$ cat config.mk
export PLATFORM = sky130hd
export DESIGN_NAME = if_stage
export DESIGN_NICKNAME = d
export VERILOG_FILES = /design/src/rtl/if_stage.sv
export SDC_FILE = /design/constraint.sdc
export NUM_CORES = 1
export LEC_CHECK = 0
export BUFFER_PORTS_ARGS = -buffer_cell sky130_fd_sc_hd__buf_2
export CAP_MARGIN = 20
export CELL_PAD_IN_SITES_DETAIL_PLACEMENT = 0
export CELL_PAD_IN_SITES_GLOBAL_PLACEMENT = 1
export CORE_MARGIN = 1.5
export CORE_UTILIZATION = 36
export CTS_CLUSTER_DIAMETER = 150
export DETAILED_ROUTE_END_ITERATION = 8
export GPL_TIMING_DRIVEN = 0
export PLACE_DENSITY_LB_ADDON = 0.1
export SYNTH_ARGS = -nofsm -noshare
export SYNTH_HDL_FRONTEND = slang
export SYNTH_SLANG_ARGS = --single-unit
$ cat constraint.sdc
create_clock -name clk -period 3.1 [get_ports clk]
set_clock_uncertainty 0.2 [all_clocks]
set_input_delay 0.155 -clock clk [delete_from_list [all_inputs] [get_ports clk]]
set_output_delay 0.155 -clock clk [all_outputs]
set_load 0.01 [all_outputs]
$ cat src/rtl/if_stage.sv
// Instruction-fetch stage: owns the PC, drives the instruction memory address and
// registers the returned word into IF/ID, gated by boot completion and downstream control.
module if_stage #(
  parameter logic [31:0] RESET_PC = 32'h0000_0000,
  parameter logic [31:0] NOP_INST = 32'h0000_0013
) (
  input  logic        clk,
  input  logic        rst,
  input  logic        boot_done_i,
  input  logic        hold_i,
  input  logic        flush_i,
  input  logic        jump_i,
  input  logic [31:0] jump_addr_i,
  output logic [31:0] rom_addr_o,
  input  logic [31:0] rom_data_i,
  output logic [31:0] pc_o,
  output logic [31:0] inst_o,
  output logic        inst_valid_o,
  output logic [31:0] fetch_cnt_o
);

  typedef enum logic [0:0] {StBoot, StRun} state_e;

  state_e      state_q, state_d;
  logic [31:0] pc_q, pc_d;
  logic [31:0] pc_out_q, pc_out_d;
  logic [31:0] inst_q, inst_d;
  logic        valid_q, valid_d;
  logic [31:0] cnt_q, cnt_d;
  logic [31:0] pc_inc;

  assign pc_inc = pc_q + 32'd4;

  always_comb begin
    state_d  = state_q;
    pc_d     = pc_q;
    pc_out_d = pc_out_q;
    inst_d   = inst_q;
    valid_d  = valid_q;
    cnt_d    = cnt_q;
    unique case (state_q)
      StBoot: begin
        // Control inputs are meaningless before the image is loaded.
        inst_d  = NOP_INST;
        valid_d = 1'b0;
        if (boot_done_i) begin
          state_d = StRun;
        end
      end
      StRun: begin
        if (jump_i) begin
          pc_d    = {jump_addr_i[31:2], 2'b00};
          inst_d  = NOP_INST;
          valid_d = 1'b0;
        end else if (hold_i) begin
          pc_d = pc_q;
        end else if (flush_i) begin
          pc_d    = pc_inc;
          inst_d  = NOP_INST;
          valid_d = 1'b0;
        end else begin
          pc_d     = pc_inc;
          pc_out_d = pc_q;
          inst_d   = rom_data_i;
          valid_d  = 1'b1;
          cnt_d    = cnt_q + 32'd1;
        end
      end
      default: state_d = StBoot;
    endcase
  end

  always_ff @(posedge clk) begin
    if (!rst) begin
      state_q  <= StBoot;
      pc_q     <= RESET_PC;
      pc_out_q <= 32'h0;
      inst_q   <= NOP_INST;
      valid_q  <= 1'b0;
      cnt_q    <= 32'h0;
    end else begin
      state_q  <= state_d;
      pc_q     <= pc_d;
      pc_out_q <= pc_out_d;
      inst_q   <= inst_d;
      valid_q  <= valid_d;
      cnt_q    <= cnt_d;
    end
  end

  assign rom_addr_o   = pc_q;
  assign pc_o         = pc_out_q;
  assign inst_o       = inst_q;
  assign inst_valid_o = valid_q;
  assign fetch_cnt_o  = cnt_q;

endmodule
==> impl_table.tex <==
\begin{tabular}{lr}
\hline
Metric & Value \\
\hline
\multicolumn{2}{l}{\textbf{Status}} \\
\quad Outcome & finished clean \\
\multicolumn{2}{l}{\textbf{Layout}} \\
\quad Post-route design area & 0.008177 sq mm \\
\quad Multi-input gate area in the final layout & 0.002947 sq mm \\
\quad Final-layout fill cell count & 1,502 \\
\quad Total Nets Final & 1,055 \\
\quad Signed area change from the synthesized netlist to the final layout & 43.28\% \\
\quad Finished Core Util & 53.39\% \\
\quad Share of post-route cells with drive strength above 1 & 24.50\% \\
\quad Count of antenna diodes in the layout & 0 \\
\quad Storage element area & 0.002522 sq mm \\
\multicolumn{2}{l}{\textbf{Floorplanning}} \\
\quad Area of the die & 0.01662 sq mm \\
\quad Core Region & 0.01531 sq mm \\
\quad Die width & 128.9 microns \\
\quad Initial core utilization & 37.26\% \\
\quad Number of placement rows & 45 \\
\quad Die boundary height & 128.9 microns \\
\quad I/O pin total & 199 \\
\multicolumn{2}{l}{\textbf{Routing}} \\
\quad Total wire length after detailed routing & 20.34 mm \\
\quad Post-DRT Antenna Nets & 0 \\
\quad Ratio of routed vias to standard cells & 5.256 \\
\quad Number of detailed-route iterations in the first pass & 5 \\
\quad Total via count after detailed routing & 6,344 \\
\quad DRC & 0 \\
\quad Average wire length per cell after detail routing & 16.85 microns \\
\quad Starting DRC count in detailed routing & 399 \\
\multicolumn{2}{l}{\textbf{Clock tree}} \\
\quad Root buf cell & sky130\_fd\_sc\_hd\_\_clkbuf\_16 \\
\quad Clock tree from TritonCTS & built \\
\quad Post-cts resize count & 0 \\
\quad Max clock buf depth & 2 \\
\quad Number of H-tree levels & 4 \\
\quad TritonCTS sink count & 126 \\
\quad Clock input transition at the sequential cells of the worst setup and hold paths & 0.05 ns \\
\quad Clk Latency, worst-skew pair & 0.42 ns \\
\quad TritonCTS Buffers & 17 \\
\multicolumn{2}{l}{\textbf{Synthesis}} \\
\quad Per-instance average area after synthesis & 8.083 sq um \\
\quad Distinct cell type count of the synthesized netlist & 58 \\
\quad Flops \& latches, synth & 126 \\
\quad Summed instance area of the synthesized netlist & 0.005707 sq mm \\
\quad Number of enable flip-flop cells after synthesis & 0 \\
\quad Share of synthesized area occupied by flip-flops and latches & 44.20\% \\
\quad Cell types with the largest area share after synthesis & sky130\_fd\_sc\_hd\_\_dfxtp\_1, sky130\_fd\_sc\_hd\_\_nand2\_1, sky130\_fd\_sc\_hd\_\_nor2\_1 \\
\quad Cell type with the largest total area after synthesis & sky130\_fd\_sc\_hd\_\_dfxtp\_1 \\
\quad Fraction of synthesized cell area taken by the top area cell type & 44.20\% \\
\quad Yosys warns & 0 \\
\quad Synth async-reset ratio & 0\% \\
\quad Most instantiated flip-flop cell in the synthesis netlist & sky130\_fd\_sc\_hd\_\_dfxtp\_1 \\
\quad Post-synthesis cell count & 706 \\
\multicolumn{2}{l}{\textbf{STA}} \\
\quad Final Hold Viols & 0 \\
\quad Number of pins exceeding their max-slew limit in the final report & 0 \\
\quad Tmin final & 2.818 ns \\
\quad Slew @ Worst Pin & 0.7796 ns \\
\quad Aggregate negative setup slack & 0 ns \\
\quad Slack of the critical path & 0.2820 ns \\
\quad Relative max-transition margin & 47.63\% \\
\quad Fmax achieved & 354.9 MHz \\
\quad Number of failing setup endpoints in the final timing report & 0 \\
\quad Tcrit/Tclk final & 90.90\% \\
\quad Setup repair after global routing missed its margin & false \\
\multicolumn{2}{l}{\textbf{Setup path}} \\
\quad Type of the setup path with the least slack & register to register \\
\quad Launching element type of the critical path & register \\
\quad Crit path DAT & 2.88 ns \\
\quad Critical-path maximum fanout & 7 \\
\quad Required @ worst endpoint & 3.17 ns \\
\quad CP Capture Type & register \\
\multicolumn{2}{l}{\textbf{Global route}} \\
\quad Wire length of the first global-routing pass & 32.33 mm \\
\quad Routing layer with the top usage in global route & met2 \\
\quad Met1 Use GR & 32.50\% \\
\quad Global-route track usage on met3 & 4.906\% \\
\quad Met2 usage & 42.53\% \\
\quad Global-route usage over all layers & 25.26\% \\
\quad Remaining global-route overflow & 0 \\
\quad Largest net degree at the start of global routing & 17 \\
\quad Number of antenna violations at the first check in global routing & 0 \\
\quad Vias in the first global route & 6,204 \\
\multicolumn{2}{l}{\textbf{Place}} \\
\quad Number of buffer cells added on primary ports & 191 \\
\quad Worst setup timing slack at the placement stage & 0.3006 ns \\
\quad Final RePlAce weighted congestion & 0.9227 \\
\quad Final HPWL from detailed placement & 14.86 mm \\
\quad Placed cell areas & 0.006945 sq mm \\
\multicolumn{2}{l}{\textbf{Run}} \\
\quad Reported max-cap violation count & 0 \\
\multicolumn{2}{l}{\textbf{Pwr}} \\
\quad Peak supply drop & 0.4080 mV \\
\quad Pleak & 3.432 nW \\
\quad Power density cells & 497.7 mW/mm\^{}2 \\
\multicolumn{2}{l}{\textbf{Min path}} \\
\quad Worst min-delay path class & primary input to register \\
\hline
\end{tabular}
==> synth_stat cells (2+ instances only) <==
cell type	instances
sky130_fd_sc_hd__o22ai_1	9
sky130_fd_sc_hd__dfxtp_1	126
sky130_fd_sc_hd__and4_1	6
sky130_fd_sc_hd__a22o_1	4
sky130_fd_sc_hd__and2_1	2
sky130_fd_sc_hd__nand4_1	24
sky130_fd_sc_hd__or4_1	2
sky130_fd_sc_hd__nand2b_1	9
sky130_fd_sc_hd__o311ai_0	2
sky130_fd_sc_hd__a32o_1	4
sky130_fd_sc_hd__nor2_1	87
sky130_fd_sc_hd__and3_1	8
sky130_fd_sc_hd__buf_2	2
sky130_fd_sc_hd__nor3_1	17
sky130_fd_sc_hd__a22oi_1	33
sky130_fd_sc_hd__clkbuf_2	2
sky130_fd_sc_hd__clkbuf_1	41
sky130_fd_sc_hd__or4_4	2
sky130_fd_sc_hd__buf_4	5
sky130_fd_sc_hd__ha_1	2
sky130_fd_sc_hd__a31oi_1	3
sky130_fd_sc_hd__mux2_2	4
sky130_fd_sc_hd__or3_1	9
sky130_fd_sc_hd__inv_1	6
sky130_fd_sc_hd__nor4_1	7
sky130_fd_sc_hd__a31o_2	2
sky130_fd_sc_hd__o211ai_1	3
sky130_fd_sc_hd__o21ai_0	20
sky130_fd_sc_hd__xor2_1	9
sky130_fd_sc_hd__xnor2_1	7
sky130_fd_sc_hd__o31ai_1	4
sky130_fd_sc_hd__and2_0	2
sky130_fd_sc_hd__mux2i_1	17
sky130_fd_sc_hd__nand2_1	119
sky130_fd_sc_hd__a21oi_1	54
sky130_fd_sc_hd__nand3b_1	2
sky130_fd_sc_hd__buf_1	3
sky130_fd_sc_hd__o41ai_1	2
sky130_fd_sc_hd__nand3_1	26
sky130_fd_sc_hd__nor4_2	2
==> cells by family (layout without fill, tap and decap cells) <==
group / after synthesis / in the layout / share of synthesized area, %
and+or+nand+nor: 332 / 332 / 28.09
AOI/OAI and AO/OA: 148 / 148 / 16.62
DFF: 126 / 126 / 44.20
buffers and inverters: 60 / 347 / 4.363
muxes: 21 / 21 / 3.771
xor gates and xnor gates: 16 / 16 / 2.456
adders and majority gates: 2 / 2 / 0.4384
other: 1 / 4 / 0.06571
==> placed cells by master, fill, tap and decap left out, types with 20 or more instances in the layout <==
| master | instances |
|---|---|
| sky130_fd_sc_hd__a21oi_1 | 54 |
| sky130_fd_sc_hd__a22oi_1 | 33 |
| sky130_fd_sc_hd__buf_2 | 193 |
| sky130_fd_sc_hd__clkbuf_1 | 46 |
| sky130_fd_sc_hd__dfxtp_1 | 126 |
| sky130_fd_sc_hd__dlygate4sd3_1 | 63 |
| sky130_fd_sc_hd__nand2_1 | 119 |
| sky130_fd_sc_hd__nand3_1 | 26 |
| sky130_fd_sc_hd__nand4_1 | 24 |
| sky130_fd_sc_hd__nor2_1 | 87 |
| sky130_fd_sc_hd__o21ai_0 | 20 |
==> sequential cells by signal, indices dropped and copies added, names as in the netlist <==
signal        flops
fetch_cnt_o      32
inst_o           32
inst_valid_o      1
pc_o             30
rom_addr_o       30
state_q           1
==> what timing repair did <==
item / CTS / global route
hold endpoints to repair: 66 / 0
setup buffers: 0 / 0
hold buffers: 63 / 0
==> cell type report <==
| class | count | area share [%] |
|---|---|---|
| Sequential cell | 126 | 30.85 |
| Tap cell | 211 | 3.229 |
| Inverter | 7 | 0.3213 |
| Buffer | 53 | 2.724 |
| Clock inverter | 4 | 0.9028 |
| Multi-Input combinational cell | 523 | 36.04 |
| Timing Repair Buffer | 255 | 19.50 |
| Clock buffer | 28 | 6.442 |
==> critical path: stages, from the launching register on <==
cell and delay [ns]:
sky130_fd_sc_hd__dfxtp_1 0.48, sky130_fd_sc_hd__ha_1 0.29, sky130_fd_sc_hd__nand4_1 0.29, sky130_fd_sc_hd__or4_1 0.69, sky130_fd_sc_hd__nor4_2 0.35, sky130_fd_sc_hd__mux2i_1 0.22
sky130_fd_sc_hd__o311ai_0 0.14
==> final timing paths <==
kind | slack (ns) | to | startpoint | cells after the start
max | 0.28 | rom_addr_o[30]$_SDFFE_PN0P_ | rom_addr_o[2]$_SDFFE_PN0P_ | 6
min reg2reg | 0.25 | pc_o[8]$_SDFFE_PN0P_ | pc_o[8]$_SDFFE_PN0P_ | 2
min | 0.01 | rom_addr_o[28]$_SDFFE_PN0P_ | jump_addr_i[28] | 4
max reg2reg | 0.28 | rom_addr_o[30]$_SDFFE_PN0P_ | rom_addr_o[2]$_SDFFE_PN0P_ | 6
==> per-layer routing <==
| layer | part of all wire [%] | wire, microns |
|---|---|---|
| met1 | 44 | 8881 |
| met2 | 49 | 9957 |
| met3 | 6.0 | 1228 |
| met4 | 1.3 | 274 |
| met5 | 0 | 0 |
==> power by group <==
part	switching, mW	leakage (nW)	internal, mW
Combinational	0.200	2.12	0.164
Clock	0.698	0.295	1.31
Sequential	0.0461	1.02	1.65
Total	0.944	3.43	3.13
==> stage by stage <==
stage / std cells / hold slack (ns) / power, mW
5_1_grt: 1207 / 0.01634 / 4.219
3_3_place_gp: 1111 / 0.1601 / 2.019
6_report: 1207 / 0.01480 / 4.069
4_1_cts: 1207 / 0.0001651 / 4.110
2_1_floorplan: 709 / 0.07082 / 1.877
3_5_place_dp: 1112 / 0.1727 / 2.027
Note: power is estimated with default switching activity, not from simulation.
